<file path="config.mk">
export PLATFORM = sky130hd
export DESIGN_NAME = scrolling_block
export DESIGN_NICKNAME = d
export VERILOG_FILES = /design/src/rtl/game_pkg.sv /design/src/rtl/rect_raster.sv /design/src/rtl/scrolling_block.sv
export SDC_FILE = /design/constraint.sdc
export NUM_CORES = 1
export LEC_CHECK = 0
export BUFFER_PORTS_ARGS = -buffer_cell sky130_fd_sc_hd__buf_2
export CAP_MARGIN = 20
export CORE_MARGIN = 2
export CORE_UTILIZATION = 50
export DETAILED_ROUTE_END_ITERATION = 12
export HOLD_SLACK_MARGIN = 0.03
export PLACE_DENSITY_LB_ADDON = 0.25
export SLEW_MARGIN = 20
export SYNTH_ARGS = -nofsm -noshare
export SYNTH_HDL_FRONTEND = slang
export SYNTH_SLANG_ARGS = --single-unit
</file>
<file path="constraint.sdc">
create_clock -name clock -period 2.1 [get_ports clock]
set_input_delay 0.315 -clock clock [delete_from_list [all_inputs] [get_ports clock]]
set_output_delay 0.315 -clock clock [all_outputs]
set_load 0.02 [all_outputs]
</file>
<file path="src/rtl/game_pkg.sv">
// Shared game-side constants and types: coordinate/colour widths, screen size,
// and the obstacle FSM state set.
package game_pkg;

    localparam int unsigned COORD_W       = 11;
    localparam int unsigned COLOUR_W      = 3;
    localparam int unsigned SCREEN_WIDTH  = 160;
    localparam int unsigned SCREEN_HEIGHT = 120;

    typedef logic [COORD_W-1:0]  coord_t;
    typedef logic [COLOUR_W-1:0] colour_t;

    localparam colour_t BLACK = '0;

    typedef enum logic [2:0] {
        S_IDLE,
        S_ERASE,
        S_MOVE,
        S_DRAW,
        S_DONE
    } state_t;

endpackage

</file>
<file path="src/rtl/rect_raster.sv">
// Raster counter for a WIDTH x HEIGHT rectangle: dx runs fastest, dy steps on
// each dx wrap, and both return to zero after the last pixel.
module rect_raster #(
    parameter int unsigned WIDTH  = 4,
    parameter int unsigned HEIGHT = 4
) (
    input  logic       clock,
    input  logic       reset,
    input  logic       start,
    input  logic       advance,
    output logic [3:0] dx,
    output logic [3:0] dy,
    output logic       last
);

    localparam logic [3:0] DX_MAX = 4'(WIDTH - 1);
    localparam logic [3:0] DY_MAX = 4'(HEIGHT - 1);

    assign last = (dx == DX_MAX) && (dy == DY_MAX);

    always_ff @(posedge clock) begin
        if (reset || start) begin
            dx <= '0;
            dy <= '0;
        end else if (advance) begin
            if (dx == DX_MAX) begin
                dx <= '0;
                dy <= (dy == DY_MAX) ? '0 : dy + 4'd1;
            end else begin
                dx <= dx + 4'd1;
            end
        end
    end

endmodule

</file>
<file path="src/rtl/scrolling_block.sv">
// One scrolling obstacle: on each draw request it streams its pixels (erasing
// and shifting left first if a frame tick is pending) and flags when it has left.
module scrolling_block
    import game_pkg::*;
#(
    parameter logic [10:0] START_X  = 11'd160,
    parameter logic [10:0] START_Y  = 11'd100,
    parameter int unsigned WIDTH    = 4,
    parameter int unsigned HEIGHT   = 4,
    parameter logic [2:0]  COLOUR   = 3'b010,
    parameter int unsigned STEP     = 1,
    parameter int unsigned SCREEN_W = SCREEN_WIDTH
) (
    input  logic        clock,
    input  logic        reset,
    input  logic        draw_start,
    input  logic        update_screen,
    output logic [10:0] send_x,
    output logic [10:0] send_y,
    output logic [2:0]  send_colour,
    output logic        draw_done,
    output logic [10:0] shape_gone
);

    state_t     state;
    state_t     next_state;
    coord_t     pos_x;
    logic       pending;
    logic       gone;
    logic [3:0] dx;
    logic [3:0] dy;
    logic       raster_last;
    logic       raster_start;
    logic       raster_advance;
    logic       off_screen;
    logic [11:0] pixel_x;
    logic [11:0] reach;

    assign raster_start   = (state == S_IDLE) || (state == S_MOVE) || (state == S_DONE);
    assign raster_advance = (state == S_ERASE) || (state == S_DRAW);

    rect_raster #(
        .WIDTH  (WIDTH),
        .HEIGHT (HEIGHT)
    ) u_raster (
        .clock   (clock),
        .reset   (reset),
        .start   (raster_start),
        .advance (raster_advance),
        .dx      (dx),
        .dy      (dy),
        .last    (raster_last)
    );

    // Gone test runs before the subtraction; the pos_x < STEP term keeps the
    // 11-bit position from ever wrapping below zero.
    assign reach      = {1'b0, pos_x} + 12'(STEP);
    assign off_screen = (reach <= 12'(WIDTH)) || (pos_x < 11'(STEP));
    assign pixel_x    = {1'b0, pos_x} + {8'd0, dx};

    always_ff @(posedge clock) begin
        if (reset) begin
            state <= S_IDLE;
        end else begin
            state <= next_state;
        end
    end

    always_comb begin
        next_state = state;
        unique case (state)
            S_IDLE: begin
                if (draw_start) begin
                    if (gone)
                        next_state = S_DONE;
                    else if (pending || update_screen)
                        next_state = S_ERASE;
                    else
                        next_state = S_DRAW;
                end
            end
            S_ERASE: if (raster_last) next_state = S_MOVE;
            S_MOVE:  next_state = off_screen ? S_DONE : S_DRAW;
            S_DRAW:  if (raster_last) next_state = S_DONE;
            S_DONE:  if (!draw_start) next_state = S_IDLE;
            default: next_state = S_IDLE;
        endcase
    end

    always_ff @(posedge clock) begin
        if (reset) begin
            pos_x     <= START_X;
            pending   <= 1'b0;
            gone      <= 1'b0;
            draw_done <= 1'b0;
        end else begin
            draw_done <= (next_state == S_DONE);
            if (state == S_MOVE) begin
                pending <= update_screen;
                if (off_screen)
                    gone <= 1'b1;
                else
                    pos_x <= pos_x - 11'(STEP);
            end else begin
                pending <= pending | update_screen;
            end
        end
    end

    always_comb begin
        send_x      = pixel_x[10:0];
        send_y      = START_Y + {7'd0, dy};
        send_colour = BLACK;
        if (state == S_DRAW && pixel_x < 12'(SCREEN_W))
            send_colour = COLOUR;
    end

    assign shape_gone = {10'd0, gone};

endmodule
</file>
======== Word level (Yosys, flattened, before mapping) ========
Index checks and enable logic that the tools add are counted.
word-level totals
  register bits ........................... 25
  input bits .............................. 4
  logic and storage cells ................. 49
cells by class
  $add $sub $neg .......................... 6
  $lt $le $gt $ge ......................... 3
  equality and inequality tests ........... 7
  multiplexer cells ....................... 12
  bitwise operators ....................... 2
  reduce and logical (&&, ||, !) cells .... 12
operators with widths
  kind                                                   count
  two-way mux 3 bit                                      6
  one-hot mux 3 bit (5 select lines)                     1
  adder 11 x 1 -> 12 bit (second input constant)         1
  adder 11 x 4 -> 12 bit                                 1
  <= comparator 12 x 3 -> 1 bit (second input constant)  1
  < comparator 12 x 8 -> 1 bit (second input constant)   1
  < comparator 11 x 1 -> 1 bit (second input constant)   1
  subtractor 11 x 1 -> 11 bit (second input constant)    1
  adder 4 x 1 -> 4 bit (second input constant)           2
  adder 7 x 4 -> 8 bit (first input constant)            1
  == test 4 x 2 -> 1 bit (second input constant)         2
  two-way mux 4 bit                                      2
  == test 3 x 2 -> 1 bit (second input constant)         2
  == test 3 bit (second input constant)                  2
  logical OR 1 bit                                       6
  AND reduction 2 bit                                    3
  two-way mux 2 bit                                      2
  == test 3 x 1 -> 1 bit (second input constant)         1
  zero test 3 bit                                        1
  logical AND 1 bit                                      2
  two-way mux 1 bit                                      1
  NOT 1 bit                                              1
  OR 1 bit                                               1

======== Depth between registers and ports, before layout ========
Gate-level depths: netlist (run 1).
  depth after elaboration ................. 6
  depth in mapped cells ................... 9

======== Cells and area by module ========
A second synthesis (run 1) with hierarchy kept.
unflattened totals
  cell total of the unflattened synthesis .. 245
  area total of the unflattened synthesis .. 1988.2 um^2
by module, submodules not included
  module           instances  cells an instance  area each (um^2)
  scrolling_block  1          203                1587.8
  rect_raster      1          42                 400.4

======== Worst setup path after synthesis (run 1) ========
OpenSTA, ideal clock, no wires.
  path kind ............................... flip-flop to output port
  start point ............................. register pos_x[0]
  end point ............................... output send_colour[1]
  arrival time ............................ 2.099 ns
  data required time ...................... 1.785 ns
  slack ................................... -0.314 ns
  cell stages (with the launch flop) ...... 10
  cell sequence ........................... dfxtp_1 -> ha_1 -> inv_1 -> fa_1 -> nor2b_1 -> o21ai_0 -> a21oi_1 -> xnor2_1 -> nor3_1 -> o2111a_1
between the ends
  cells in the longest elaborated chain, start to end .. 4
RTL lines
  element                       RTL line                RTL
  start, declared               scrolling_block.sv:27   coord_t pos_x;
  start signal, assigned        scrolling_block.sv:103  pos_x <= pos_x - 11'(STEP);
  adder 11 x 4 -> 12 bit        scrolling_block.sv:59   assign pixel_x = {1'b0, pos_x} + {8'd0, dx};
  via send_x[8]                 scrolling_block.sv:18   output logic [10:0] send_x,
  < comparator 12 x 8 -> 1 bit  scrolling_block.sv:114  if (state == S_DRAW && pixel_x < 12'(SCREEN_W))
  logical AND 1 bit             scrolling_block.sv:114
  two-way mux 2 bit             scrolling_block.sv:114
  end, declared                 scrolling_block.sv:20   output logic [2:0] send_colour,
The timed path passes the listed nets, and every way through them passes these cells.

======== Worst setup path after layout (run 1) ========
  start point ............................. register pos_x[0]
  end point ............................... output send_x[6]
between the ends
  cells in the longest elaborated chain, start to end .. 1
RTL lines
  element                 RTL line
  adder 11 x 4 -> 12 bit  scrolling_block.sv:59
  end, declared           scrolling_block.sv:18
Every way passes these cells.

==> run_results.csv, run 1 <==
group,metric,value,unit
layout,most-common-layout-cells,"sky130_fd_sc_hd__buf_4, sky130_fd_sc_hd__conb_1, sky130_fd_sc_hd__nor2_1, sky130_fd_sc_hd__dfxtp_1, sky130_fd_sc_hd__nand2_1",
power,p_per_area,444,nW/µm²
placed_design,half_perimeter_wire_length_of_the_detailed_placement_result,3410,µm
power,worst_ir_drop_vdd,0.367,mV
clock_network,clock_sink_count,25,
worst_setup_path,crit_path_top_delay_cell,"sky130_fd_sc_hd__fa_2",
floorplan,die_area,4420,µm²
worst_setup_path,critical_path.max_stage_delay,0.38,ns
logic_synthesis,synthArstFlopShare,0,%
clock_network,cts_tree,"built",
worst_setup_path,worstPathRequired,1.78,ns
logic_synthesis,synth-edff-count,0,
layout,final_common_cell,"sky130_fd_sc_hd__buf_4",
placed_design,place_inst,347,
power,power_leakage,1.23,nW
sta,max_slew_margin,65.3,%
sta,worst_slew_pin_slew,0.513,ns
logic_synthesis,post_synthesis_cell_area,1950,µm²
logic_synthesis,postSynthAreaPerCell,7.85,µm²
floorplan,die_height,66.5,µm
grt,grt-ovfl-total,0,
worst_setup_path,critical_path_arrival,2.19,ns
clock_network,ctsHoldBuffers,0,
outcome,violated_checks,"negative setup slack",
sta,report.final.slew_viol_count,0,
logic_synthesis,post_synth_num_cell_types,53,
routing,drc_violation_total_after_the_first_tritonroute_iteration,152,
routing,detail_route.wirelength,5480,µm
logic_synthesis,syn-instance-count,249,
clock_network,clkSlewWorstSetupHoldPaths,0.09,ns
power,report.power.total,1.28,mW
worst_setup_path,path_cells,"ha_4 -> inv_2 -> fa_2 -> nor2b_4 -> or2_4 -> a21oi_2 -> buf_4 -> nor2_2 -> xor2_1 -> buf_4",
routing,vias_per_cell,5.52,
clock_network,cts_made_buffers,3,
logic_synthesis,post_synthesis_sequential_element_count,25,
sta,finalWorstSetupSlack,-0.402,ns
sta,report.final.setup_viol,24,
grt,grt_pass1_vias,1790,
clock_network,cts_max_path_buffers,2,
floorplan,std_cell_rows,22,
sta,post-route-min-period,2.50,ns
layout,layout-area-overhead-vs-synth,47.2,%
placed_design,last_weighted_congestion_value_of_the_routability_driven_placer,0.917,
sta,period_utilisation_layout,119,%
grt,grt_use_total,24.0,%
logic_synthesis,yosysSeqAreaShare,25.6,%
floorplan,io-pin-count,41,
layout,layout_filler_cell_count,256,
floorplan,start_util,52.6,%
placed_design,port-buffer-count,22,
min_path,worstHoldPathType,"input pin to register",
routing,route.detailed.wl_per_inst,15.1,µm
clock_network,clkLatencyLatePin,0.28,ns
sta,rsz_0062_raised_after_global_routing,"yes",
routing,final_antenna_net_count,0,
worst_setup_path,path_class,"register to output port",
layout,stdcell_count,363,
clock_network,clk_root_buffer_cell,"sky130_fd_sc_hd__clkbuf_8",
grt,antenna_found_initial,0,
sta,timing.final.hold_violations,0,
floorplan,dieWidth,66.5,µm
outcome,status,"finished, violations left",
sta,setup_tns,-6.28,ns
layout,diodes,0,
worst_setup_path,crit_path_frequent_cell,"sky130_fd_sc_hd__buf_4",
sta,clock-skew-final,0.00145,ns
routing,routed-via-count,2004,
job,max-cap-violations,0,
routing,drt_drc_violations_left,0,
logic_synthesis,yosysWarningCount,0,
sta,maxClockFrequency,0.400,GHz
worst_setup_path,cp-end-kind,"output port",
grt,maximum_number_of_pins_on_one_net_before_global_route_repair,20,
layout,num-nets-final,331,
logic_synthesis,postSynth.topFlopCell,"sky130_fd_sc_hd__dfxtp_1",
worst_setup_path,worstPathMaxFanout,3,
clock_network,h-tree-depth,1,
routing,drt-pass1-iter-count,6,
floorplan,coreArea,3720,µm²
layout,drive_above_1_share,48.6,%
worst_setup_path,worstSetupStartpointType,"register",
grt,grt_pass1_wl,8210,µm
final timing paths:
path / startpoint / slack (ns) / depth (start not counted) / endpoint
max: pos_x[0] / -0.40 / 10 / send_x[6]
min: update_screen / 0.25 / 3 / pending
max reg2reg: pos_x[0] / -0.33 / 11 / pos_x[4]
min reg2reg: pending / 0.51 / 2 / pending
cell families (layout without fill, tap and decap cells):
logic type | count (synthesis) | after routing | synth area share (%)
AOI/OAI and AO/OA | 52 | 52 | 17.6
xor gates and xnor gates | 17 | 17 | 7.62
adders and majority gates | 11 | 11 | 7.43
buffers and inverters | 50 | 100 | 15.4
DFF | 25 | 25 | 25.6
muxes | 2 | 2 | 1.02
other | 2 | 18 | 0.384
and+or+nand+nor | 90 | 90 | 25.0
per-stage QoR:
step / util, % / instance area, µm² / hold slack (ns) / worst slack [ns]
after floorplan: - / 2070 / 0.432 / -0.0587
after global placement: 63.3 / 2350 / 0.471 / -0.128
after detailed placement: 63.3 / 2350 / 0.487 / -0.157
after CTS: 73.8 / 2740 / 0.255 / -0.339
after global routing: 77.4 / 2880 / 0.297 / -0.480
final: 77.4 / 2880 / 0.255 / -0.402
cells in the mapped netlist, types with 2 or more instances:
master                     instances  area [µm²]
sky130_fd_sc_hd__and2_1            2        12.5
sky130_fd_sc_hd__nand2_1          17        63.8
sky130_fd_sc_hd__a31oi_1           2        12.5
sky130_fd_sc_hd__nor4_1            3        18.8
sky130_fd_sc_hd__or2_2             3        18.8
sky130_fd_sc_hd__xnor2_1          11        96.3
sky130_fd_sc_hd__mux2i_1           2        20.0
sky130_fd_sc_hd__nor2_1           19        71.3
sky130_fd_sc_hd__inv_1            14        52.6
sky130_fd_sc_hd__buf_6             2        22.5
sky130_fd_sc_hd__nor2b_1           4        25.0
sky130_fd_sc_hd__clkbuf_1          5        18.8
sky130_fd_sc_hd__o21ai_0           8        40.0
sky130_fd_sc_hd__ha_1             10         125
sky130_fd_sc_hd__nand4_1           4        25.0
sky130_fd_sc_hd__buf_2             3        15.0
sky130_fd_sc_hd__o21bai_1          2        15.0
sky130_fd_sc_hd__and4_1            2        17.5
sky130_fd_sc_hd__or3_1             6        37.5
sky130_fd_sc_hd__dfxtp_1          25         500
sky130_fd_sc_hd__a211oi_1          2        15.0
sky130_fd_sc_hd__o21ai_1           3        15.0
sky130_fd_sc_hd__and3_1            2        12.5
sky130_fd_sc_hd__xor2_1            6        52.6
sky130_fd_sc_hd__o31ai_1           3        22.5
sky130_fd_sc_hd__nand2b_1          3        18.8
sky130_fd_sc_hd__buf_4            24         180
sky130_fd_sc_hd__conb_1            2        7.51
sky130_fd_sc_hd__nand3_1           6        30.0
sky130_fd_sc_hd__or4_1             4        30.0
sky130_fd_sc_hd__o31a_1            3        26.3
sky130_fd_sc_hd__a21oi_1          18        90.1
sky130_fd_sc_hd__nor3_1            9        45.0
power by group:
| group | total [mW] | internal [mW] | switching (mW) |
|---|---|---|---|
| logic | 0.435 | 0.194 | 0.242 |
| clock network | 0.313 | 0.140 | 0.173 |
| registers | 0.528 | 0.496 | 0.0316 |
| total | 1.28 | 0.829 | 0.446 |
final cells by class:
cell class,count,area [µm²],area share [%]
clock inverters,1,8.76,0.304
clock buffers,3,41.3,1.44
inverters,15,56.3,1.96
flip-flops and latches,25,529,18.4
repair buffers,81,621,21.6
multi-input cells,190,1560,54.2
well taps,48,60.1,2.09
worst max-delay path: cells and delay by family (launching register included):
family	cells	cell delay, ns
AND/OR/NAND/NOR	3	0.41
flip-flops	1	0.37
XOR/XNOR	1	0.19
AO/OA/AOI/OAI	1	0.06
buffers and inverters	3	0.36
adder cells (fa/ha/maj)	2	0.51
state kept, by name, indices dropped and copies added (netlist names):
name,cells
pending,1
gone,1
pos_x,11
u_raster.dx,4
state,3
draw_done,1
u_raster.dy,4
timing repair:
action	CTS	global route
gates resized for setup	57	32
endpoints found under the setup margin	24	25
pin swaps	33	19
buffers inserted	15	2
per-layer routing:
metal	global-route usage, %	up-vias	wire length (µm)
met5	0	-	0
met4	6.63	0	121
met3	3.72	17	317
met2	42.4	76	2830
met1	30.1	946	2210
li1	-	965	-
No activity file was read; power rests on OpenSTA's default activity.
==> run 2, diff against run 1 <==
- CORE_UTILIZATION: 50 -> 51
- CTS_BUF_LIST: not set -> sky130_fd_sc_hd__clkbuf_2 sky130_fd_sc_hd__clkbuf_4 sky130_fd_sc_hd__clkbuf_8
==> run 2 against run 1 <==
The run still ends with negative setup slack left. Final cell count is 0.28% lower. Clock power fell by 6%. Via count fell by 2.8%. Critical endpoint is now send_colour[1]. Largest power group unchanged.
==> run_results.csv, run 2 (synthesized netlist as in run 1, its figures left out) <==
group,metric,value,unit
grt,maximum_number_of_pins_on_one_net_before_global_route_repair,20,
worst_setup_path,critical_path_arrival,2.17,ns
grt,grt_use_total,23.4,%
power,power_leakage,1.20,nW
power,p_per_area,445,nW/µm²
clock_network,clkLatencyLatePin,0.26,ns
routing,route.detailed.wl_per_inst,14.8,µm
floorplan,die_area,4340,µm²
sta,finalWorstSetupSlack,-0.388,ns
placed_design,last_weighted_congestion_value_of_the_routability_driven_placer,0.900,
floorplan,dieWidth,65.9,µm
floorplan,die_height,65.9,µm
outcome,status,"finished, violations left",
floorplan,io-pin-count,41,
layout,drive_above_1_share,43.0,%
layout,final_common_cell,"sky130_fd_sc_hd__buf_4",
worst_setup_path,crit_path_frequent_cell,"sky130_fd_sc_hd__buf_4",
floorplan,std_cell_rows,22,
sta,report.final.setup_viol,24,
worst_setup_path,worstPathMaxFanout,3,
clock_network,h-tree-depth,1,
sta,maxClockFrequency,0.402,GHz
clock_network,clk_root_buffer_cell,"sky130_fd_sc_hd__clkbuf_8",
worst_setup_path,path_class,"register to output port",
routing,drt_drc_violations_left,0,
power,worst_ir_drop_vdd,0.442,mV
grt,antenna_found_initial,0,
placed_design,port-buffer-count,22,
sta,rsz_0062_raised_after_global_routing,"yes",
grt,grt-ovfl-total,0,
worst_setup_path,critical_path.max_stage_delay,0.36,ns
layout,num-nets-final,330,
clock_network,cts_tree,"built",
layout,utilization,74.0,%
routing,drc_violation_total_after_the_first_tritonroute_iteration,166,
worst_setup_path,cp-end-kind,"output port",
sta,period_utilisation_layout,118,%
routing,vias_per_cell,5.38,
sta,setup_tns,-6.26,ns
routing,detail_route.wirelength,5340,µm
layout,stdcell_count,362,
floorplan,coreArea,3660,µm²
power,report.power.total,1.21,mW
grt,grt_pass1_wl,8050,µm
placed_design,half_perimeter_wire_length_of_the_detailed_placement_result,3560,µm
grt,grt_pass1_vias,1807,
job,max-cap-violations,0,
min_path,worstHoldPathType,"input pin to register",
clock_network,clkSlewWorstSetupHoldPaths,0.08,ns
layout,max_flop_register,"pos_x",
worst_setup_path,path_cells,"ha_4 -> buf_4 -> buf_4 -> a21o_1 -> a21oi_2 -> nor2b_4 -> buf_4 -> o21ai_1 -> a21oi_1 -> o2111a_2 -> buf_6",
clock_network,cts_made_buffers,3,
sta,hold_slack,0.292,ns
sta,post-route-min-period,2.49,ns
sta,report.final.slew_viol_count,0,
sta,clock-skew-final,0.00505,ns
worst_setup_path,crit_path_top_delay_cell,"sky130_fd_sc_hd__dfxtp_4",
layout,flip_flop_count_of_the_largest_register_all_copies_and_words_added,11,
clock_network,cts_max_path_buffers,2,
layout,diodes,0,
outcome,violated_checks,"negative setup slack",
worst_setup_path,worstPathRequired,1.78,ns
layout,most-common-layout-cells,"sky130_fd_sc_hd__buf_4, sky130_fd_sc_hd__nor2_1, sky130_fd_sc_hd__conb_1",
sta,timing.final.hold_violations,0,
routing,routed-via-count,1948,
routing,drt-pass1-iter-count,4,
layout,layout-area-overhead-vs-synth,38.6,%
layout,largestRegisters,"pos_x x11, u_raster.dx x4, u_raster.dy x4",
routing,final_antenna_net_count,0,
floorplan,start_util,53.4,%
worst_setup_path,worstSetupStartpointType,"register",
clock_network,clock_sink_count,25,
placed_design,place_inst,350,
run 2: stage by stage:
stage	worst slack, ns	area, µm²
after CTS	-0.316	2590
after detailed placement	-0.145	2370
after global placement	-0.124	2370
final	-0.388	2710
after floorplan	-0.0587	2070
after global routing	-0.495	2710
run 2: critical path, delay by kind of cell (launching register included):
family	cells	cell delay, ns
adder cells (fa/ha/maj)	1	0.16
AND/OR/NAND/NOR	1	0.08
flip-flops	1	0.36
AO/OA/AOI/OAI	5	0.80
buffers and inverters	4	0.51
run 2: repair_timing:
item                       in CTS  in global routing
gates resized for setup        28                 29
setup buffers                  12                  2
pin swaps                      19                 10
hold buffers                    0                  0
setup endpoints to repair      21                 25
run 2: final timing paths:
path	slack (ns)	cells after the start	to	startpoint
max	-0.39	11	send_colour[1]	pos_x[0]
min	0.29	3	pending	update_screen
max reg2reg	-0.32	11	pos_x[3]	pos_x[0]
min reg2reg	0.51	2	pending	pending
run 2: final cells by class:
type                            count  area, µm²
Tap cell                           48       60.1
Multi-Input combinational cell    190       1430
Clock buffer                        4       48.8
Fill cell                         297        952
Timing Repair Buffer               80        594
Sequential cell                    25        515
Inverter                           15       56.3
run 2: layer usage:
layer,part of all wire [%],GRT usage [%],up-vias
li1,-,-,959
met3,4.1,3.41,5
met2,54,41.5,55
met1,41,29.7,929
met5,0,0,-
met4,0.84,5.47,0
run 2: power by group:
part	total [mW]	internal, mW	switching [mW]	leakage (nW)
Clock	0.295	0.148	0.147	0.0262
Combinational	0.381	0.166	0.215	0.970
Sequential	0.529	0.498	0.0302	0.206
==> run 3, diff against run 2 <==
- PLACE_DENSITY: not set -> 0.78
- PLACE_DENSITY_LB_ADDON: 0.25 -> not set
==> run 3 against run 2 <==
The flow still finishes with violations (negative setup slack). Largest power group unchanged. Routed wire length is 33% higher. Global-route usage is 6.1 points higher. Utilization grew 11 points. Register-to-register slack worse by 0.07 ns. Critical endpoint unchanged. Sequential power is essentially flat. Maximum frequency decreased by 1.5%. Largest cell class unchanged. Worst hold slack lost 0.026 ns. Clock power grew 3%. Combinational power up 32%. Critical path depth is 1 lower. Non-clock buffer count increased by 9. Worst setup slack lost 0.039 ns.
==> run_results.csv, run 3 (synthesized netlist as in run 1, its figures left out) <==
group,metric,value,unit
outcome,status,"finished, violations left",
outcome,violated_checks,"negative setup slack",
clock_network,ctsHoldBuffers,0,
routing,route.detailed.wl_per_inst,19.2,µm
worst_setup_path,critical_path.max_stage_delay,0.37,ns
floorplan,die_height,65.9,µm
worst_setup_path,path_class,"register to output port",
sta,period_utilisation_layout,120,%
worst_setup_path,worstReg2RegStart,"pos_x[0]",
min_path,timing.hold.worst_path_depth,3,
routing,drc_violation_total_after_the_first_tritonroute_iteration,158,
layout,num-nets-final,339,
grt,grt_use_total,29.5,%
routing,drt-pass1-iter-count,4,
worst_setup_path,r2r_end,"pos_x[2]",
routing,drt_drc_violations_left,0,
worst_setup_path,worstSetupPathDepth,10,
grt,grt_pass1_vias,2084,
placed_design,placed_area,2360,µm²
worst_setup_path,worst_r2r_path_depth,12,
worst_setup_path,critPathBufInv,2,
routing,routed-via-count,2120,
min_path,timing.hold.worst.start,"update_screen",
worst_setup_path,critical_path_arrival,2.21,ns
placed_design,half_perimeter_wire_length_of_the_detailed_placement_result,3580,µm
grt,grt_pass1_wl,9670,µm
layout,flip_flop_count_of_the_largest_register_all_copies_and_words_added,11,
sta,timing.final.hold_violations,0,
grt,antenna_found_initial,0,
sta,maxClockFrequency,0.396,GHz
worst_setup_path,worstSetupStartpointType,"register",
worst_setup_path,path_delay_family,"compound AO/OA/AOI/OAI gates",
grt,maximum_number_of_pins_on_one_net_before_global_route_repair,20,
job,max-cap-violations,0,
sta,report.final.slew_viol_count,0,
worst_setup_path,worstPathMaxFanout,3,
power,power_leakage,1.33,nW
floorplan,dieWidth,65.9,µm
layout,drive_above_1_share,54.2,%
layout,max_flop_register,"pos_x",
worst_setup_path,setup.reg_to_reg.worst_slack,-0.39,ns
grt,grt-ovfl-total,0,
clock_network,clk_root_buffer_cell,"sky130_fd_sc_hd__clkbuf_8",
sta,post-route-min-period,2.53,ns
min_path,worstHoldEndpoint,"pending",
layout,fin_area,3100,µm²
clock_network,cts_made_buffers,3,
floorplan,coreArea,3660,µm²
power,worst_ir_drop_vdd,0.365,mV
worst_setup_path,worstPathRequired,1.78,ns
power,p_per_area,432,nW/µm²
clock_network,cts_tree,"built",
floorplan,io-pin-count,41,
routing,detail_route.wirelength,7110,µm
sta,worst_slew_pin_slew,0.713,ns
min_path,worstHoldPathType,"input pin to register",
sta,clock-skew-final,0.00734,ns
floorplan,start_util,53.4,%
clock_network,clkLatencyLatePin,0.27,ns
sta,finalWorstSetupSlack,-0.427,ns
sta,rsz_0062_raised_after_global_routing,"yes",
layout,final_common_cell,"sky130_fd_sc_hd__buf_4",
clock_network,cts_max_path_buffers,2,
sta,report.final.setup_viol,25,
routing,vias_per_cell,5.71,
clock_network,h-tree-depth,1,
clock_network,clkSlewWorstSetupHoldPaths,0.09,ns
layout,largestRegisters,"pos_x x11, u_raster.dx x4, u_raster.dy x4",
sta,setup_tns,-7.55,ns
placed_design,place_ws,-0.168,ns
worst_setup_path,path_cells,"ha_4 -> inv_2 -> fa_2 -> nor2b_4 -> or2_4 -> a21oi_4 -> o21ai_1 -> a21oi_1 -> o2111a_2 -> buf_6",
sta,max_slew_margin,51.8,%
layout,most-common-layout-cells,"sky130_fd_sc_hd__buf_4, sky130_fd_sc_hd__conb_1, sky130_fd_sc_hd__buf_6",
clock_network,clock_sink_count,25,
placed_design,last_weighted_congestion_value_of_the_routability_driven_placer,0.876,
floorplan,std_cell_rows,22,
worst_setup_path,cp-end-kind,"output port",
worst_setup_path,crit_path_top_delay_cell,"sky130_fd_sc_hd__dfxtp_4",
routing,final_antenna_net_count,0,
layout,diodes,0,
floorplan,die_area,4340,µm²
placed_design,port-buffer-count,22,
layout,layout-area-overhead-vs-synth,58.5,%
[run 3: cell count changes in the layout (fill, tap and decap cells not counted), sizes merged]
cell  delta
buf      +9
[run 3: how the worst max path moves through the flow]
| stage | startpoint | end | slack [ns] |
|---|---|---|---|
| after detailed placement | pos_x[0] | send_colour[1] | -0.17 |
| after CTS | pos_x[0] | send_colour[1] | -0.31 |
| after floorplan | pos_x[5] | state[0] | -0.06 |
| final | pos_x[0] | send_colour[1] | -0.43 |
| after global routing | pos_x[0] | send_colour[1] | -0.52 |
| after global placement | pos_x[0] | send_colour[1] | -0.12 |
[run 3: worst reg2reg max path, stage by stage, from the launching register on]
cell and delay [ns]:
sky130_fd_sc_hd__dfxtp_4 0.36, sky130_fd_sc_hd__buf_4 0.13, sky130_fd_sc_hd__buf_6 0.12, sky130_fd_sc_hd__ha_4 0.16
sky130_fd_sc_hd__and2b_1 0.17, sky130_fd_sc_hd__o31ai_2 0.19, sky130_fd_sc_hd__nand4_1 0.18, sky130_fd_sc_hd__buf_4 0.18
sky130_fd_sc_hd__nor4_4 0.37, sky130_fd_sc_hd__buf_4 0.21, sky130_fd_sc_hd__buf_8 0.14, sky130_fd_sc_hd__or3_1 0.11
sky130_fd_sc_hd__a21oi_1 0.05
[run 3: what timing repair did]
action	CTS	global route
gates resized for setup	65	57
pin swaps	27	31
buffers inserted	15	11
setup endpoints to repair	21	25
[run 3: routing by layer]
layer	part of all wire, %	vias up	global-route usage (%)
met1	36	1005	31.8
met5	0	-	0
met3	4.8	36	3.75
li1	-	980	-
met4	5.5	0	17.4
met2	53	99	54.4
[run 3: layout make-up]
type | count | area (µm²)
inverter | 15 | 56.3
tap | 48 | 60.1
clock buffer | 4 | 48.8
sequential | 25 | 523
fill | 194 | 564
multi-input combinational | 190 | 1680
timing repair buffer | 89 | 733
[run 3: power by group]
part	switching, mW	internal (mW)
Clock	0.155	0.149
Sequential	0.0325	0.498
Combinational	0.280	0.223
[run 3: stage by stage]
step                power (mW)  cells  utilization, %  hold slack (ns)
floorplan                0.783    265               -            0.432
global placement         0.863    347            64.6            0.465
detailed placement       0.873    347            64.6            0.485
CTS                       1.23    365            76.3            0.275
global route              1.40    371            84.6            0.292
finish                    1.34    371            84.6            0.267
